## config.mk

```make
export PLATFORM = sky130hd
export DESIGN_NAME = win_counter_flat
export DESIGN_NICKNAME = d
export VERILOG_FILES = /design/src/rtl/win_counter_if.sv /design/src/rtl/win_counter.sv /design/src/flat_wrapper.sv
export SDC_FILE = /design/constraint.sdc
export NUM_CORES = 1
export LEC_CHECK = 0
export CORE_AREA = 10 10 47 49
export DETAILED_ROUTE_END_ITERATION = 8
export DIE_AREA = 0 0 57 59
export PLACE_DENSITY = 0.68
export SETUP_SLACK_MARGIN = 0.4
export SKIP_CTS_REPAIR_TIMING = 1
export SLEW_MARGIN = 0
export SYNTH_ARGS = -nofsm -noshare
export SYNTH_HDL_FRONTEND = slang
export SYNTH_SLANG_ARGS = --single-unit
```

## constraint.sdc

```tcl
create_clock -name clk -period 4.9 [get_ports clk]
set_input_delay 0.49 -clock clk [delete_from_list [all_inputs] [get_ports clk]]
set_output_delay 0.49 -clock clk [all_outputs]
set_load 0.01 [all_outputs]
```

## src/rtl/win_counter_if.sv

```systemverilog
// Signals between the playfield (master) and one player's win counter (slave).
interface win_counter_if;
    logic       win_in;
    logic [2:0] count;
    logic       round_restart;
    logic       game_over;

    modport master (output win_in, input count, input round_restart, input game_over);
    modport slave  (input win_in, output count, output round_restart, output game_over);
endinterface

```

## src/rtl/win_counter.sv

```systemverilog
// Tug-of-War round-win counter: edge-detects win_in, holds, pulses round_restart, freezes at MAX_WINS.
// Optional WIN_COUNTER_SYNC_EN adds a two-flop synchronizer on win_in ahead of the edge detect.
module win_counter #(
    parameter int MAX_WINS    = 7,
    parameter int HOLD_CYCLES = 4
) (
    input  logic          clk,
    input  logic          reset,
    win_counter_if.slave  bus
);

    localparam int              HW        = $clog2(HOLD_CYCLES + 1);
    localparam logic [2:0]      MAX_C     = 3'(MAX_WINS);
    localparam logic [HW-1:0]   HOLD_LAST = HW'(HOLD_CYCLES - 1);

    typedef enum logic [1:0] {PLAY, HOLD, DONE} state_t;

    state_t        state_q, state_d;
    logic [2:0]    count_q, count_d;
    logic [HW-1:0] hold_q, hold_d;
    logic          restart_q, restart_d;
    logic          game_over_q, game_over_d;
    logic          win_s;
    logic          win_q;
    logic          rise;

`ifdef WIN_COUNTER_SYNC_EN
    logic sync1_q, sync2_q;

    // Reset to 1 so a level already high at release cannot look like a rise.
    always_ff @(posedge clk or posedge reset) begin
        if (reset) begin
            sync1_q <= 1'b1;
            sync2_q <= 1'b1;
        end else begin
            sync1_q <= bus.win_in;
            sync2_q <= sync1_q;
        end
    end

    assign win_s = sync2_q;
`else
    assign win_s = bus.win_in;
`endif

    always_ff @(posedge clk or posedge reset) begin
        if (reset) begin
            win_q <= 1'b1;
        end else begin
            win_q <= win_s;
        end
    end

    assign rise = win_s & ~win_q;

    always_ff @(posedge clk or posedge reset) begin
        if (reset) begin
            state_q     <= PLAY;
            count_q     <= 3'd0;
            hold_q      <= '0;
            restart_q   <= 1'b0;
            game_over_q <= 1'b0;
        end else begin
            state_q     <= state_d;
            count_q     <= count_d;
            hold_q      <= hold_d;
            restart_q   <= restart_d;
            game_over_q <= game_over_d;
        end
    end

    always_comb begin
        state_d     = state_q;
        count_d     = count_q;
        hold_d      = hold_q;
        restart_d   = 1'b0;
        game_over_d = game_over_q;
        case (state_q)
            PLAY: begin
                if (rise) begin
                    count_d = count_q + 3'd1;
                    if (count_q + 3'd1 == MAX_C) begin
                        state_d     = DONE;
                        game_over_d = 1'b1;
                    end else begin
                        state_d = HOLD;
                        hold_d  = '0;
                    end
                end
            end
            HOLD: begin
                if (hold_q == HOLD_LAST) begin
                    restart_d = 1'b1;
                    state_d   = PLAY;
                end else begin
                    hold_d = hold_q + 1'b1;
                end
            end
            DONE: begin
                state_d = DONE;
            end
            default: begin
                state_d = PLAY;
            end
        endcase
    end

    assign bus.count         = count_q;
    assign bus.round_restart = restart_q;
    assign bus.game_over     = game_over_q;

endmodule

```

## src/flat_wrapper.sv

```systemverilog
// flat-port wrapper written by rule: the top's interface ports become plain ports
module win_counter_flat 
#(
    parameter int MAX_WINS    = 7,
    parameter int HOLD_CYCLES = 4
)
  (clk, reset, bus_win_in, bus_count, bus_round_restart, bus_game_over);
  win_counter_if bus_i ();
  input  logic clk;
  input  logic reset;
  input wire logic [$bits(bus_i.win_in)-1:0] bus_win_in;
  output wire logic [$bits(bus_i.count)-1:0] bus_count;
  output wire logic [$bits(bus_i.round_restart)-1:0] bus_round_restart;
  output wire logic [$bits(bus_i.game_over)-1:0] bus_game_over;
  assign bus_i.win_in = bus_win_in;
  assign bus_count = bus_i.count;
  assign bus_round_restart = bus_i.round_restart;
  assign bus_game_over = bus_i.game_over;
  win_counter #(.MAX_WINS(MAX_WINS), .HOLD_CYCLES(HOLD_CYCLES)) u_core (.clk(clk), .reset(reset), .bus(bus_i));
endmodule
```

* Yosys cells after proc, flatten, opt, wreduce, memory -nomap -nowiden
Index checks and enable logic that the tools add are counted.
Word-level totals: bits in registers 11, input bits 3, output and inout bits 5
Cells by class: add/sub/neg operators 2, equality and inequality tests 8, mux-type cells 10, bitwise gates (word level) 2, reduce and logical (&&, ||, !) cells 6
Operators by type and width (count):
- 3-bit two-way mux | 3
- 3-bit by 1-bit adder with 3-bit output (second input constant) | 2
- 2-bit two-way mux | 3
- 2-bit case mux with 3 select lines | 1
- 3-bit case mux with 2 select lines | 1
- 2-bit by 1-bit != test with 1-bit output (second input constant) | 2
- 2-bit != test (second input constant) | 2
- 2-bit AND reduction | 2
- 4-bit AND reduction | 1
- 3-bit by 2-bit == test with 1-bit output (second input constant) | 1
- 3-bit == test (second input constant) | 1
- 3-bit AND reduction | 1
- 2-bit by 1-bit == test with 1-bit output (second input constant) | 1
- 2-bit == test (second input constant) | 1
- 2-bit logical NOT | 1
- 1-bit two-way mux | 2
- 2-bit nonzero test | 1
- 1-bit bitwise AND | 1
- 1-bit inverter | 1

* Longest topological paths before layout
depth after elaboration 5, mapped depth 5, gate-level depth less buffers 5

* Worst setup path after synthesis
OpenSTA, ideal clock, no wires.
kind register -> register, from reg u_core.hold_q[0], to reg u_core.hold_q[2], library setup time 0.134 ns, data arrival time 1.511 ns, slack 3.254 ns, cell stages (with the launch flop) 6, path buffers 0, period minus slack after synthesis 1.646 ns, path through dfrtp_1 -> ha_1 -> ha_1 -> or3b_2 -> a32oi_2 -> o22ai_1
Between the ends: cells in the longest elaborated chain, start to end 3, elaborated cells between the ends (all ways) 6
Ends and longest elaborated chain:
- from (decl) | line win_counter.sv:20 | logic [HW-1:0] hold_q, hold_d;
- from (signal assigned) | line win_counter.sv:66 | hold_q <= hold_d;
- 3-bit by 1-bit adder with 3-bit output / 3-bit by 2-bit == test with 1-bit output (equally long branches) | line win_counter.sv:96, win_counter.sv:92
- 3-bit two-way mux / 2-bit != test (equally long branches)
- 3-bit case mux with 2 select lines / 4-bit AND reduction (equally long branches)
Several ways; a longest one is shown, not always the timed one. The select of a mux whose other input is x is not followed. A chain may end at the register's enable or synchronous reset.

* Worst setup path in the final report
Same ends and word-level chain as after synthesis.

==> impl_metrics.py <==
metrics = {
    "timing": {
        "period_needed_ns": 1.78,
        "tns_ns": 0,
        "hold_ws_ns": 0.486,
        "rsz0062_at_grt": "no",
        "clock_skew_ns": 0.00225,
        "hold_viol": 0,
        "slew_headroom": 0.566,
        "period_share": 0.363,
        "fmax_mhz": 562,
        "setup_viol": 0,
        "worstMarginPinSlew_ns": 0.641,
        "final_max_slew_viol_count": 0,
    },
    "final_layout": {
        "area_delta_synth_final_pct": 23.4,
        "nFillCells": 142,
        "multi_input_area_um2": 203,
        "antennaDiodeCount": 0,
        "nets": 60,
        "final_cells": 68,
        "ff_latch_area_um2": 277,
        "layout-drive-gt1-share": 0.173,
    },
    "synth": {
        "netlist.area_leader.share": 0.503,
        "synth_commonest_cells": "dfrtp_1 (10), inv_1 (5), ha_1 (4), nand2_1 (3), nor2_1 (3)",
        "netlist_instances": 41,
        "synth_area_leaders": "dfrtp_1 (50%), ha_1 (10%), dfstp_2 (5.3%)",
        "synth.most_common_cell": "dfrtp_1",
        "netlist_area_um2": 498,
        "synth_fp_nets": 48,
        "synth_seq_area_share": 0.555,
        "synth_area_leader_cell": "dfrtp_1",
        "avgSynthCellArea_um2": 12.1,
        "ys_types": 19,
        "ys_ff_latch": 11,
        "synth_edf_count": 0,
        "yosys_warnings": 0,
        "synth_ff_type": "dfrtp_1",
        "async_flop_share": 1.00,
    },
    "route": {
        "antenna_left": 0,
        "drtPass1Iterations": 2,
        "wl_per_cell_um": 13.9,
        "drcViolationCount": 0,
        "drt-total-wl_um": 943,
        "routed-via-count": 328,
        "viasPerCell": 4.82,
        "drt_iter0_markers": 3,
    },
    "setup_path": {
        "worstPathRequired_ns": 5.04,
        "worstSetupPathType": "reg -> reg",
        "reg2regPathDepth": 5,
        "endpoint_kind": "flop",
        "ff2ff_setup_slack_ns": 3.12,
        "critPathMaxFanout": 4,
        "arrival_ns": 1.92,
        "r2r-end": "u_core.hold_q[2]",
        "cp-start-kind": "flop",
        "rr_startpoint": "u_core.hold_q[0]",
    },
    "place": {
        "hpwl_um": 694,
        "placedCellCount": 64,
        "place_congestion": 0.698,
        "numPortBuffers": 7,
    },
    "hold_path": {
        "min_path_cells": 1,
        "holdCritStartpoint": "u_core.hold_q[0]",
        "min-delay-path-class": "reg -> reg",
        "worstHoldEndpoint": "u_core.hold_q[0]",
    },
    "grt": {
        "grt_usage": 0.0632,
        "grt_max_degree": 12,
        "grt_pass1_vias": 379,
        "grt_overflow_total": 0,
        "antenna_found_initial": 0,
        "grt_first_pass_wirelength_um": 1620,
    },
    "floorplan": {
        "fp.dieW_um": 57,
        "io_pins": 8,
        "die_y_um": 59,
        "initial_utilization": 0.355,
        "die-area_um2": 3360,
        "rows": 14,
        "core-area_um2": 1400,
    },
    "outcome": {
        "status": "finished clean",
    },
    "clock_tree": {
        "numCtsBuffers": 3,
        "htree_levels": 1,
        "path_clk_slew_ns": 0.07,
        "cts_buffer_depth": 2,
        "cts.sinks": 11,
        "root_buffer": "clkbuf_4",
        "cts_tree": "done",
        "clk_latency_ns": 0.27,
    },
    "power": {
        "power.leakage_nw": 0.281,
        "power_w": 0.000386,
        "irDropWorstVdd_uv": 208,
        "powerDensity_nw_per_um2": 629,
    },
    "run": {
        "maxCapViolations": 0,
    },
}
==> worst max path at each step <==
stage | start | end | slack [ns] | cells after the start
floorplan | u_core.hold_q[0] | u_core.hold_q[2] | 3.25 | 5
global placement | bus_win_in | u_core.hold_q[2] | 2.89 | 4
detailed placement | bus_win_in | u_core.hold_q[2] | 2.89 | 4
CTS | u_core.hold_q[0] | u_core.hold_q[2] | 3.12 | 5
global route | u_core.hold_q[0] | u_core.hold_q[2] | 3.02 | 5
finish | u_core.hold_q[0] | u_core.hold_q[2] | 3.12 | 5
==> worst max-delay path, stage by stage (launching register included) <==
cell and delay (ns):
dfrtp_1 0.40, ha_1 0.20, ha_1 0.20, or3b_2 0.48, a32oi_2 0.24, o22ai_1 0.13
==> registers in the layout, indices dropped and copies added, names as in the netlist <==
register                  flops
u_core.bus.game_over          1
u_core.bus.round_restart      1
u_core.bus.count              3
u_core.win_q                  1
u_core.hold_q                 3
u_core.state_q                2
==> placed cells by master, fill, tap and decap left out, drive strengths merged <==
cell type	Yosys	final
xor2	1	1
inv	5	5
nor2	3	3
nor3b	1	1
clkbuf	0	4
clkdlybuf4s50	0	7
o21ai	2	2
a31o	1	1
o22ai	1	1
dfrtp	10	10
a41oi	1	1
ha	4	4
dfstp	1	1
a32oi	1	1
xnor2	2	2
and3b	1	1
nor4b	1	1
or4b	1	1
nand2	3	3
a21oi	1	1
or3b	1	1
==> stage by stage <==
step	area (um^2)	util	worst slack [ns]
floorplan	498	-	3.25
global placement	588	0.420	2.89
detailed placement	588	0.420	2.89
CTS	614	0.438	3.12
global route	614	0.438	3.02
finish	614	0.438	3.12
==> metal layers <==
metal	share of wire	vias to the layer above	wire length, um	global-route usage
met1	0.44	159	412	0.0585
met4	0.015	0	14	0.0604
met2	0.51	3	478	0.107
met3	0.039	2	37	0.0215
li1	-	164	-	-
met5	0	-	0	0
==> report_power, final <==
group / switching, W / internal, W
clock network: 0.0000305 / 0.0000315
registers: 0.0000298 / 0.000128
logic: 0.0000796 / 0.0000871
==> cells by family (layout without fill, tap and decap cells) <==
logic type,count (synthesis),in the layout,share of synthesized area
AO/OA/AOI/OAI,7,7,0.111
flip-flops,11,11,0.555
AND/OR/NAND/NOR,11,11,0.143
buffers and inverters,5,16,0.0377
XOR/XNOR,3,3,0.0528
adder cells (fa/ha/maj),4,4,0.101
==> cell type report <==
| cell class | instances | share of cell area |
|---|---|---|
| multi-input cells | 25 | 0.330 |
| flip-flops and latches | 11 | 0.450 |
| well taps | 16 | 0.0326 |
| inverters | 5 | 0.0305 |
| repair buffers | 7 | 0.114 |
| clock buffers | 4 | 0.0428 |
Power figures use the tool's default switching activity.
